## config.mk

```make
export PLATFORM = sky130hd
export DESIGN_NAME = slink_gpio_deserializer
export DESIGN_NICKNAME = d
export VERILOG_FILES = /design/src/rtl/slink_gpio_deserializer.sv
export SDC_FILE = /design/constraint.sdc
export NUM_CORES = 1
export LEC_CHECK = 0
export CORE_MARGIN = 2
export CORE_UTILIZATION = 49
export DETAILED_ROUTE_END_ITERATION = 8
export PLACE_DENSITY = 0.85
export SLEW_MARGIN = 15
export SYNTH_ARGS = -nofsm -noshare
export SYNTH_HDL_FRONTEND = slang
export SYNTH_SLANG_ARGS = --single-unit
export TNS_END_PERCENT = 1
```

## constraint.sdc

```tcl
create_clock -name serial_clk -period 1.6 [get_ports serial_clk]
set_input_delay 0.16 -clock serial_clk [delete_from_list [all_inputs] [get_ports serial_clk]]
set_output_delay 0.16 -clock serial_clk [all_outputs]
set_load 0.1 [all_outputs]
```

## src/rtl/slink_gpio_deserializer.sv

```systemverilog
// Receive-side deserializer: gathers IO_DATA_WIDTH-bit beats into PAR_DATA_WIDTH-bit words on a valid/ready port.
// Define SLINK_GPIO_DESER_PARITY_EN to expect a trailing even-parity beat per word (reported on rx_par_err).
//
// state   | meaning
// S_IDLE  | no word in progress, waiting for rx_ser_io_en
// S_SHIFT | beats of a word arriving, r_cnt is the next beat index
module slink_gpio_deserializer #(
    parameter int PAR_DATA_WIDTH = 8,
    parameter int IO_DATA_WIDTH  = 2
) (
    input  logic                      serial_clk,
    input  logic                      serial_reset,
    input  logic                      rx_ser_io_en,
    input  logic [IO_DATA_WIDTH-1:0]  rx_ser_data,
    output logic [PAR_DATA_WIDTH-1:0] rx_par_data,
    output logic                      rx_par_valid,
    input  logic                      rx_par_ready,
    output logic                      rx_frame_err,
    output logic                      rx_overrun,
    input  logic                      clr_overrun,
    output logic                      rx_par_err,
    output logic [15:0]               rx_word_cnt
);

    localparam int BEATS = PAR_DATA_WIDTH / IO_DATA_WIDTH;
`ifdef SLINK_GPIO_DESER_PARITY_EN
    localparam int PAR_BEATS = 1;
`else
    localparam int PAR_BEATS = 0;
`endif
    localparam int TOT_BEATS = BEATS + PAR_BEATS;
    localparam int CNT_W     = (TOT_BEATS > 1) ? $clog2(TOT_BEATS) : 1;
    localparam logic [CNT_W-1:0] LAST_BEAT = CNT_W'(TOT_BEATS - 1);

    typedef enum logic {
        S_IDLE,
        S_SHIFT
    } state_t;

    state_t                    r_state;
    logic [CNT_W-1:0]          r_cnt;
    logic [PAR_DATA_WIDTH-1:0] r_shift;
    logic [PAR_DATA_WIDTH-1:0] r_data;
    logic                      r_valid;
    logic                      r_frame_err;
    logic                      r_overrun;
    logic [15:0]               r_word_cnt;

    logic [PAR_DATA_WIDTH-1:0] w_shift_nxt;
    logic [PAR_DATA_WIDTH-1:0] w_word;
    logic                      w_complete;
    logic                      w_accept;
    logic                      w_load;
    logic                      w_drop;

    // The parity beat (index BEATS) matches no slot, so it never disturbs the data bits.
    always_comb begin
        w_shift_nxt = r_shift;
        for (int k = 0; k < BEATS; k++) begin
            if (r_cnt == CNT_W'(k)) begin
                w_shift_nxt[k*IO_DATA_WIDTH +: IO_DATA_WIDTH] = rx_ser_data;
            end
        end
    end

`ifdef SLINK_GPIO_DESER_PARITY_EN
    logic r_par_err;
    logic w_par_err;

    assign w_word     = r_shift;
    assign w_par_err  = (^r_shift) != rx_ser_data[0];
    assign rx_par_err = r_par_err;
`else
    assign w_word     = w_shift_nxt;
    assign rx_par_err = 1'b0;
`endif

    assign w_complete = rx_ser_io_en && (r_cnt == LAST_BEAT);
    assign w_accept   = r_valid && rx_par_ready;
    assign w_load     = w_complete && (!r_valid || w_accept);
    assign w_drop     = w_complete && r_valid && !rx_par_ready;

    always_ff @(posedge serial_clk or posedge serial_reset) begin
        if (serial_reset) begin
            r_state     <= S_IDLE;
            r_cnt       <= '0;
            r_shift     <= '0;
            r_data      <= '0;
            r_valid     <= 1'b0;
            r_frame_err <= 1'b0;
            r_overrun   <= 1'b0;
            r_word_cnt  <= '0;
`ifdef SLINK_GPIO_DESER_PARITY_EN
            r_par_err   <= 1'b0;
`endif
        end else begin
            r_frame_err <= 1'b0;
            case (r_state)
                S_IDLE: begin
                    if (rx_ser_io_en) begin
                        r_shift <= w_shift_nxt;
                        if (TOT_BEATS == 1) begin
                            r_cnt <= '0;
                        end else begin
                            r_cnt   <= CNT_W'(1);
                            r_state <= S_SHIFT;
                        end
                    end
                end
                S_SHIFT: begin
                    if (rx_ser_io_en) begin
                        r_shift <= w_shift_nxt;
                        r_cnt   <= (r_cnt == LAST_BEAT) ? '0 : r_cnt + CNT_W'(1);
                    end else begin
                        if (r_cnt != '0) begin
                            r_frame_err <= 1'b1;
                            r_shift     <= '0;
                        end
                        r_cnt   <= '0;
                        r_state <= S_IDLE;
                    end
                end
                default: begin
                    r_cnt   <= '0;
                    r_state <= S_IDLE;
                end
            endcase

            if (w_load) begin
                r_data    <= w_word;
                r_valid   <= 1'b1;
`ifdef SLINK_GPIO_DESER_PARITY_EN
                r_par_err <= w_par_err;
`endif
            end else if (w_accept) begin
                r_valid <= 1'b0;
            end

            // A dropped word outranks a simultaneous clear so no overrun is ever lost.
            if (w_drop) begin
                r_overrun <= 1'b1;
            end else if (clr_overrun) begin
                r_overrun <= 1'b0;
            end

            if (w_accept) begin
                r_word_cnt <= r_word_cnt + 16'd1;
            end
        end
    end

    assign rx_par_data  = r_data;
    assign rx_par_valid = r_valid;
    assign rx_frame_err = r_frame_err;
    assign rx_overrun   = r_overrun;
    assign rx_word_cnt  = r_word_cnt;

endmodule

```

==> impl_metrics.csv, run 1 <==
group,metric,value,unit
place,postPlaceCellArea,0.00236,mm^2
floorplan,pin_count,35,
clocking,clockRootBuffer,"clkbuf_4",
floorplan,die_area,0.00374,mm^2
clocking,cts_buffers,5,
sta,layout_min_cycle_time,1460,ps
power,leakage,1.07,nW
job,drv_cap,0,
layout,final_cell_mix,"buf_12 (27), dfrtp_1 (22), nor2_1 (12), xnor2_1 (12), dfrtp_4 (10)",
synthesis,synth_nets,154,
synthesis,yosysSeqAreaShare,56.2,%
grt,antenna_found_initial,0,
layout,drive_gt1_share,35.1,%
sta,finalCritPeriodShare,91.2,%
clocking,clkTransAtPathRegs,110,ps
sta,rsz0062_at_grt,"no",
drt,routed.top_layer,"met4",
sta,timing.fmax,0.685,GHz
synthesis,synthTopCellsByArea,"dfrtp_1 (56%), xnor2_1 (6.6%), ha_1 (3.9%)",
setup_path,crit_slowest_cell,"dfrtp_1",
drt,wl,3.53,mm
clocking,cts_num_sinks,36,
layout,diodes,0,
setup_path,cp.arrival,1720,ps
power,ir_worst_vdd,0.00123,V
sta,hold_slack,207,ps
setup_path,rrSetupSlack,140,ps
clocking,cts_tree,"yes",
drt,met1Wirelength,1.40,mm
synthesis,syn_area,0.00160,mm^2
drt,viasPerCell,5.17,
clocking,post_cts_buffers,0,
setup_path,crit_required,1860,ps
layout,final_common_cell,"buf_12",
synthesis,synth_top_cell_by_area,"dfrtp_1",
setup_path,startpoint,"r_cnt[0]",
synthesis,synth_area_per_cell,11.3,um^2
grt,grt_max_degree,37,
clocking,post_cts_resized,0,
sta,finalHoldViolCount,0,
hold_path,min_path_type,"in2async",
layout,fin_area,0.00245,mm^2
power,p_per_area,1760,mW/mm^2
floorplan,die_x,61.2,um
layout,fill_cells,194,
run_status,status,"complete, no violations",
drt,drt-pass1-iter-count,4,
setup_path,worstPathCellList,"inv_1 > ha_1 > nand2b_1 > nand2_1 > o21ai_0 > a32o_1",
setup_path,cp-end-kind,"flip-flop",
synthesis,synth_top_area_share,56.2,%
grt,overflow,0,
power,report.power.total,4.32,mW
drt,ant_nets,0,
clocking,cts_hold_buf,0,
grt,grt_pass1_wl,5.90,mm
sta,setup_viol,0,
clocking,clk_latency,360,ps
place,placement.io_buffers,33,
setup_path,r2r-start,"r_cnt[0]",
sta,skew,7.11,ps
drt,post_drt_wl_per_cell,15.4,um
synthesis,ys_warn_count,0,
drt,drc_errors,0,
floorplan,initial_core_util,52.1,%
floorplan,num_rows,20,
setup_path,crit_type,"reg2reg",
floorplan,die_h,61.2,um
setup_path,max_stage_delay,420,ps
setup_path,start_kind,"flip-flop",
clocking,htree_levels,2,
grt,grt_use_total,22.5,%
drt,vias,1185,
clocking,clock_path_buffers,2,
grt,grt_pass1_vias,1264,
layout,area_growth,52.9,%
setup_path,critPathMaxFanout,5,
sta,slew_violations,0,
place,gp_congestion,0.802,
drt,met3_length,155,um
synthesis,ys_seq_elements,36,
floorplan,core-area,0.00308,mm^2
place,dp_hpwl,2.55,mm
synthesis,post_synth_inst_count,142,
drt,initialDrtViolationCount,33,
synthesis,synth_cell_types,32,
drt,wl_met2,1.85,mm
layout,final_nets,196,
layer usage:
| metal | track usage, % | vias up |
|---|---|---|
| met1 | 26.2 | 581 |
| met5 | 0 | - |
| met2 | 35.7 | 32 |
| li1 | - | 562 |
| met4 | 17.1 | 0 |
| met3 | 5.46 | 10 |
synthesized netlist by cell type (all sizes together):
| library cell | count |
|---|---|
| nand3 | 7 |
| nor2 | 12 |
| clkbuf | 2 |
| nand2 | 10 |
| mux2i | 6 |
| nand2b | 2 |
| a21oi | 9 |
| xnor2 | 12 |
| o21ai | 4 |
| conb | 1 |
| nand4 | 3 |
| o22ai | 3 |
| dfrtp | 36 |
| buf | 3 |
| and2 | 2 |
| inv | 8 |
| mux2 | 3 |
| nor4 | 2 |
| nor3 | 1 |
| o21a | 1 |
| a32o | 2 |
| xor2 | 3 |
| o31ai | 1 |
| and3 | 2 |
| and4 | 1 |
| and2b | 1 |
| ha | 5 |
power by group:
part	total, mW	switching, mW	internal, mW
Clock	0.728	0.313	0.414
Combinational	2.21	1.41	0.797
Sequential	1.38	0.253	1.13
cells by family (layout without fill, tap and decap cells):
kind of cell / Yosys count / in the layout / share of synthesized area, %
AOI/OAI and AO/OA: 20 / 20 / 7.42
xor gates and xnor gates: 15 / 15 / 8.20
adders and majority gates: 5 / 5 / 3.90
buffers and inverters: 13 / 56 / 3.36
DFF: 36 / 36 / 56.2
muxes: 9 / 9 / 5.85
other: 1 / 1 / 0.234
and+or+nand+nor: 43 / 43 / 14.8
flip-flops by register name (all words and copies together) (netlist names):
| register | flops |
|---|---|
| rx_frame_err | 1 |
| r_shift | 6 |
| rx_word_cnt | 16 |
| r_cnt | 2 |
| rx_par_data | 8 |
| r_state | 1 |
| rx_par_valid | 1 |
| rx_overrun | 1 |
worst max-delay path: cells and delay by family (launching register included):
family | cells | cell delay (ps)
fa+ha+maj | 1 | 220
compound gates | 2 | 310
flops | 1 | 420
simple gates | 2 | 330
buf+inv | 1 | 90
path summary, 6_finish.rpt:
check                      cells past startpoint             end
max                                            6      r_shift[4]
min                                            3      r_shift[3]
max reg2reg                                    6      r_shift[4]
min reg2reg                                    1      r_shift[4]
max in group asynchronous                      3  rx_word_cnt[1]
min in group serial_clk                        2      rx_overrun
final cells by class:
| type | instances | area, um^2 | area share [%] |
|---|---|---|---|
| sequential | 36 | 943 | 38.5 |
| clock buffer | 7 | 65.1 | 2.65 |
| multi-input combinational | 93 | 674 | 27.5 |
| inverter | 8 | 30.0 | 1.23 |
| clock inverter | 1 | 30.0 | 1.23 |
| timing repair buffer | 40 | 653 | 26.6 |
| tap | 44 | 55.1 | 2.25 |
stage by stage:
step / TNS, ps / std cells / setup WS (ps) / utilization [%]
after detailed placement: -129 / 221 / -43.7 / 76.5
final: 0 / 229 / 140 / 79.6
after CTS: 0 / 229 / 131 / 79.6
after floorplan: -23.5 / 142 / -23.5 / -
after global routing: 0 / 229 / 21.3 / 79.6
after global placement: 0 / 221 / 48.7 / 76.5
(Power assumes the default switching activity.)
==> run 2, diff against run 1 <==
CORE_UTILIZATION = 53   (was 49)
PLACE_DENSITY = 0.9   (was 0.85)
clock period = 1.7 ns   (was 1.6 ns; I/O delays follow)
==> impl_metrics.csv, run 2 (synthesis gave the netlist of run 1 again) <==
group,metric,value,unit
layout,diodes,0,
layout,stdcell_count,213,
grt,grt_use_total,23.1,%
layout,final_common_cell,"dfrtp_1",
place,place_inst,205,
layout,drive_gt1_share,34.1,%
grt,busiest_layer,"met2",
setup_path,cp-end-kind,"flip-flop",
sta,finalCritPeriodShare,96.4,%
setup_path,cp.arrival,1880,ps
grt,grt_use_met1,25.7,%
grt,overflow,0,
floorplan,num_rows,19,
grt,grt_pass1_wl,5.70,mm
sta,hold_slack,207,ps
drt,vias,1188,
clocking,clk_latency,350,ps
layout,area_growth,38.9,%
setup_path,crit_type,"reg2reg",
grt,antenna_found_initial,0,
power,report.power.total,3.53,mW
clocking,clock_path_buffers,2,
clocking,post_cts_buffers,0,
layout,final_nets,193,
sta,skew,4.85,ps
grt,met2_usage,38.9,%
floorplan,die_x,59.0,um
setup_path,r2r_cells,6,
setup_path,critPathMaxFanout,6,
grt,grt_max_degree,37,
clocking,clkTransAtPathRegs,110,ps
drt,drc_errors,2,
clocking,cts_num_sinks,36,
floorplan,die_area,0.00348,mm^2
clocking,clockRootBuffer,"clkbuf_4",
sta,layout_min_cycle_time,1640,ps
power,ir_worst_vdd,0.00169,V
place,dp_hpwl,2.69,mm
job,drv_cap,0,
sta,rsz0062_at_grt,"no",
setup_path,crit_required,1940,ps
floorplan,pin_count,35,
grt,global_route.usage.met3,6.99,%
power,leakage,0.994,nW
place,gp_congestion,0.770,
floorplan,core-area,0.00281,mm^2
run_status,status,"complete, but fails checks",
setup_path,start_kind,"flip-flop",
drt,drt-pass1-iter-count,6,
drt,wl,3.46,mm
clocking,cts_buffers,5,
drt,post_drt_wl_per_cell,16.3,um
place,placement.io_buffers,33,
power,p_per_area,1590,mW/mm^2
drt,initialDrtViolationCount,22,
floorplan,die_h,59.0,um
run_status,violations,"design-rule violations",
hold_path,min_path_type,"in2async",
sta,setup_viol,0,
drt,ant_nets,0,
drt,viasPerCell,5.58,
clocking,cts_tree,"yes",
grt,grt_pass1_vias,1243,
layout,final_cell_mix,"dfrtp_1 (22), buf_12 (16), buf_4 (15)",
sta,slew_violations,0,
sta,timing.fmax,0.610,GHz
sta,finalHoldViolCount,0,
layout,largest_reg_flops,16,
floorplan,initial_core_util,57.1,%
clocking,htree_levels,2,
run 2: worst paths after layout:
path                                    from              to  slack (ps)
worst max-delay path                r_cnt[0]      r_shift[2]          60
worst min-delay path            serial_reset  rx_par_data[5]         210
worst max register to register      r_cnt[0]      r_shift[2]          60
worst min register to register    r_shift[5]      r_shift[5]         490
max in group asynchronous       serial_reset  rx_word_cnt[5]        1140
min in group serial_clk          clr_overrun      rx_overrun         380
run 2: repair_timing:
action                                 in CTS  in global routing
gates resized for setup                     0                  1
setup endpoints to repair                   0                  1
hold buffers                                0                  0
endpoints found under the hold margin       0                  0
run 2: where the power goes:
group | internal, mW | switching (mW) | total [mW]
logic | 0.487 | 1.32 | 1.81
registers | 1.06 | 0.178 | 1.24
clock network | 0.197 | 0.290 | 0.486
run 2: worst max-delay path: stages (launching register included):
cell	delay, ps
dfrtp_1	420
inv_1	100
ha_1	290
nand2b_2	250
nand2_1	110
o21ai_0	120
a32o_1	240
run 2: area by class of cell:
type / count / area [um^2]
Sequential cell: 36 / 931
Multi-Input combinational cell: 93 / 672
Fill cell: 170 / 579
Timing Repair Buffer: 37 / 493
Clock buffer: 6 / 51.3
Tap cell: 31 / 38.8
Inverter: 8 / 30.0
Clock inverter: 2 / 10.0
run 2: per-layer routing:
metal  part of all wire (%)  vias to the layer above
met5                      0                        -
met4                    3.4                        0
met3                    5.2                       13
met2                     53                       39
met1                     39                      571
li1                       -                      565
run 2: metrics by stage:
stage                     cell area (um^2)  TNS, ps  setup WS (ps)  util [%]
after floorplan                       1650    -24.2          -24.2         -
after detailed placement              2160        0           8.20      77.1
after CTS                             2220        0           70.3      79.3
final                                 2230        0           61.4      79.3
after global placement                2160        0            108      77.1
after global routing                  2230        0           9.12      79.3
==> run 3, diff against run 2 <==
ABC_CLOCK_PERIOD_IN_PS = 1400   (was default)
CORE_ASPECT_RATIO = 0.7   (was default)
CORE_UTILIZATION = 44   (was 53)
PLACE_DENSITY = 0.81   (was 0.9)
clock period = 1.4 ns   (was 1.7 ns; I/O delays follow)
==> impl_metrics.csv, run 3 (synthesis gave the netlist of run 1 again) <==
group,metric,value,unit
run_status,status,"complete, but fails checks",
run_status,violations,"negative setup slack",
floorplan,die_area,0.00415,mm^2
sta,setup_viol,1,
grt,overflow,0,
layout,diodes,0,
sta,rsz0062_at_grt,"yes",
power,intPower,2.66,mW
sta,finalHoldViolCount,0,
drt,wl,3.72,mm
place,place_ws,-252,ps
layout,drive_gt1_share,42.3,%
clocking,htree_levels,2,
grt,grt_pass1_vias,1265,
power,seqPwrFrac,32.1,%
place,place_inst,234,
clocking,clkTransAtPathRegs,70,ps
grt,grt_use_total,19.7,%
layout,regArea,943,um^2
drt,post_drt_wl_per_cell,15.2,um
grt,grt_max_degree,37,
layout,multiInputGateArea,727,um^2
layout,largest_reg_flops,16,
layout,final_nets,205,
setup_path,r2r_cells,6,
sta,timing.fmax,0.711,GHz
setup_path,worstPathCellList,"inv_1 > ha_1 > nand2b_1 > nand2_1 > o21ai_0 > a32o_1",
setup_path,path_buf_inv,1,
setup_path,r2r-end,"r_shift[2]",
clocking,clockRootBuffer,"clkbuf_8",
sta,finalCritPeriodShare,100,%
place,placement.io_buffers,33,
grt,antenna_found_initial,0,
setup_path,critPathMaxFanout,3,
sta,skew,4.77,ps
layout,final_cell_mix,"buf_12 (28), dfrtp_1 (22), buf_4 (14)",
clocking,cts_hold_buf,0,
sta,slew_violations,0,
floorplan,core-area,0.00351,mm^2
clocking,cts_buffers,5,
power,p_sw_share,46.3,%
floorplan,pin_count,35,
setup_path,start_kind,"flip-flop",
drt,drt-pass1-iter-count,4,
drt,vias,1234,
grt,grt_pass1_wl,6.09,mm
job,drv_cap,0,
layout,fill_cells,221,
setup_path,max_stage_delay,390,ps
setup_path,rrSetupSlack,-7,ps
layout,area_growth,61.6,%
power,leakage,1.13,nW
drt,ant_nets,0,
hold_path,min_path_type,"in2async",
drt,viasPerCell,5.06,
drt,initialDrtViolationCount,67,
clocking,clock_path_buffers,2,
layout,fin_area,0.00259,mm^2
setup_path,cp-end-kind,"flip-flop",
layout,final_common_cell,"buf_12",
sta,setup_slack,-6.81,ps
power,combPwrFrac,52.5,%
power,ir_worst_vdd,0.00155,V
setup_path,crit_type,"reg2reg",
power,power_frac_clock,15.4,%
setup_path,crit_slowest_cell,"dfrtp_1",
setup_path,crit_required,1580,ps
clocking,clk_latency,290,ps
clocking,cts_num_sinks,36,
layout,stdcell_count,244,
power,report.power.total,4.95,mW
power,p_per_area,1910,mW/mm^2
setup_path,cp.arrival,1590,ps
floorplan,die_x,76.1,um
place,gp_congestion,0.818,
setup_path,r2r-start,"r_cnt[0]",
floorplan,num_rows,18,
drt,drc_errors,0,
sta,layout_min_cycle_time,1410,ps
place,postPlaceCellArea,0.00245,mm^2
floorplan,die_h,54.5,um
layout,final_util,73.7,%
clocking,cts_tree,"yes",
power,p_switching,2.29,mW
place,dp_hpwl,2.79,mm
setup_path,cpLargestDelayFamily,"flip-flops",
floorplan,initial_core_util,45.6,%
==> run 3: cell types whose count changed in the layout (fill, tap and decap cells not counted), moves of 5 or more <==
cell / before / now
dfrtp_4: 5 / 10
dfrtp_2: 9 / 4
clkbuf_4: 5 / 0
clkbuf_8: 1 / 6
buf_12: 16 / 28
==> run 3: worst max path at each step <==
stage                               from               to  slack (ps)  cells after the start
after floorplan             rx_par_valid  rx_word_cnt[15]        -180                      4
after global placement      rx_par_ready  rx_word_cnt[15]        -150                      5
after detailed placement    rx_par_ready  rx_word_cnt[14]        -250                      6
after CTS                 rx_word_cnt[4]  rx_word_cnt[11]         -10                      4
after global routing      rx_word_cnt[3]  rx_word_cnt[11]        -100                      4
final                           r_cnt[0]       r_shift[2]          -7                      6
==> run 3: layer usage <==
layer	GRT usage, %	up-vias	part of all wire, %
met4	11.5	0	1.5
met1	23.7	620	44
met2	33.9	31	50
li1	-	578	-
met5	0	-	0
met3	4.46	5	4.5
==> run 3: repair_timing <==
action / CTS / global route
endpoints found under the setup margin: 9 / 19
cloned: 0 / 0
buffers inserted: 2 / 0
pin swaps: 0 / 3
resized for setup: 3 / 8
==> run 3: stage by stage <==
| step | hold slack (ps) | setup TNS (ps) |
|---|---|---|
| final | 185 | -6.81 |
| after global routing | 233 | -571 |
| after CTS | 184 | -14.7 |
| after detailed placement | 472 | -3200 |
| after global placement | 467 | -1850 |
| after floorplan | 171 | -1130 |
==> run 3: power groups by stage <==
stage / Sequential, mW / Clock [mW] / Combinational [mW]
6_report: 1.59 / 0.764 / 2.60
4_1_cts: 1.58 / 0.782 / 2.58
5_1_grt: 1.62 / 0.815 / 2.70
2_1_floorplan: 2.74 / 0 / 0.394
3_3_place_gp: 1.59 / 0 / 2.51
3_5_place_dp: 1.60 / 0 / 2.55
==> run 3: layout make-up <==
| class | instances | share of cell area [%] |
|---|---|---|
| Timing Repair Buffer | 49 | 28.5 |
| Inverter | 8 | 1.16 |
| Multi-Input combinational cell | 93 | 28.1 |
| Sequential cell | 36 | 36.4 |
| Clock buffer | 8 | 3.48 |
| Tap cell | 50 | 2.42 |
==> run 3: worst min-delay path, delay by kind of cell <==
kind                   cells  cell delay [ps]
buffers and inverters      3              700
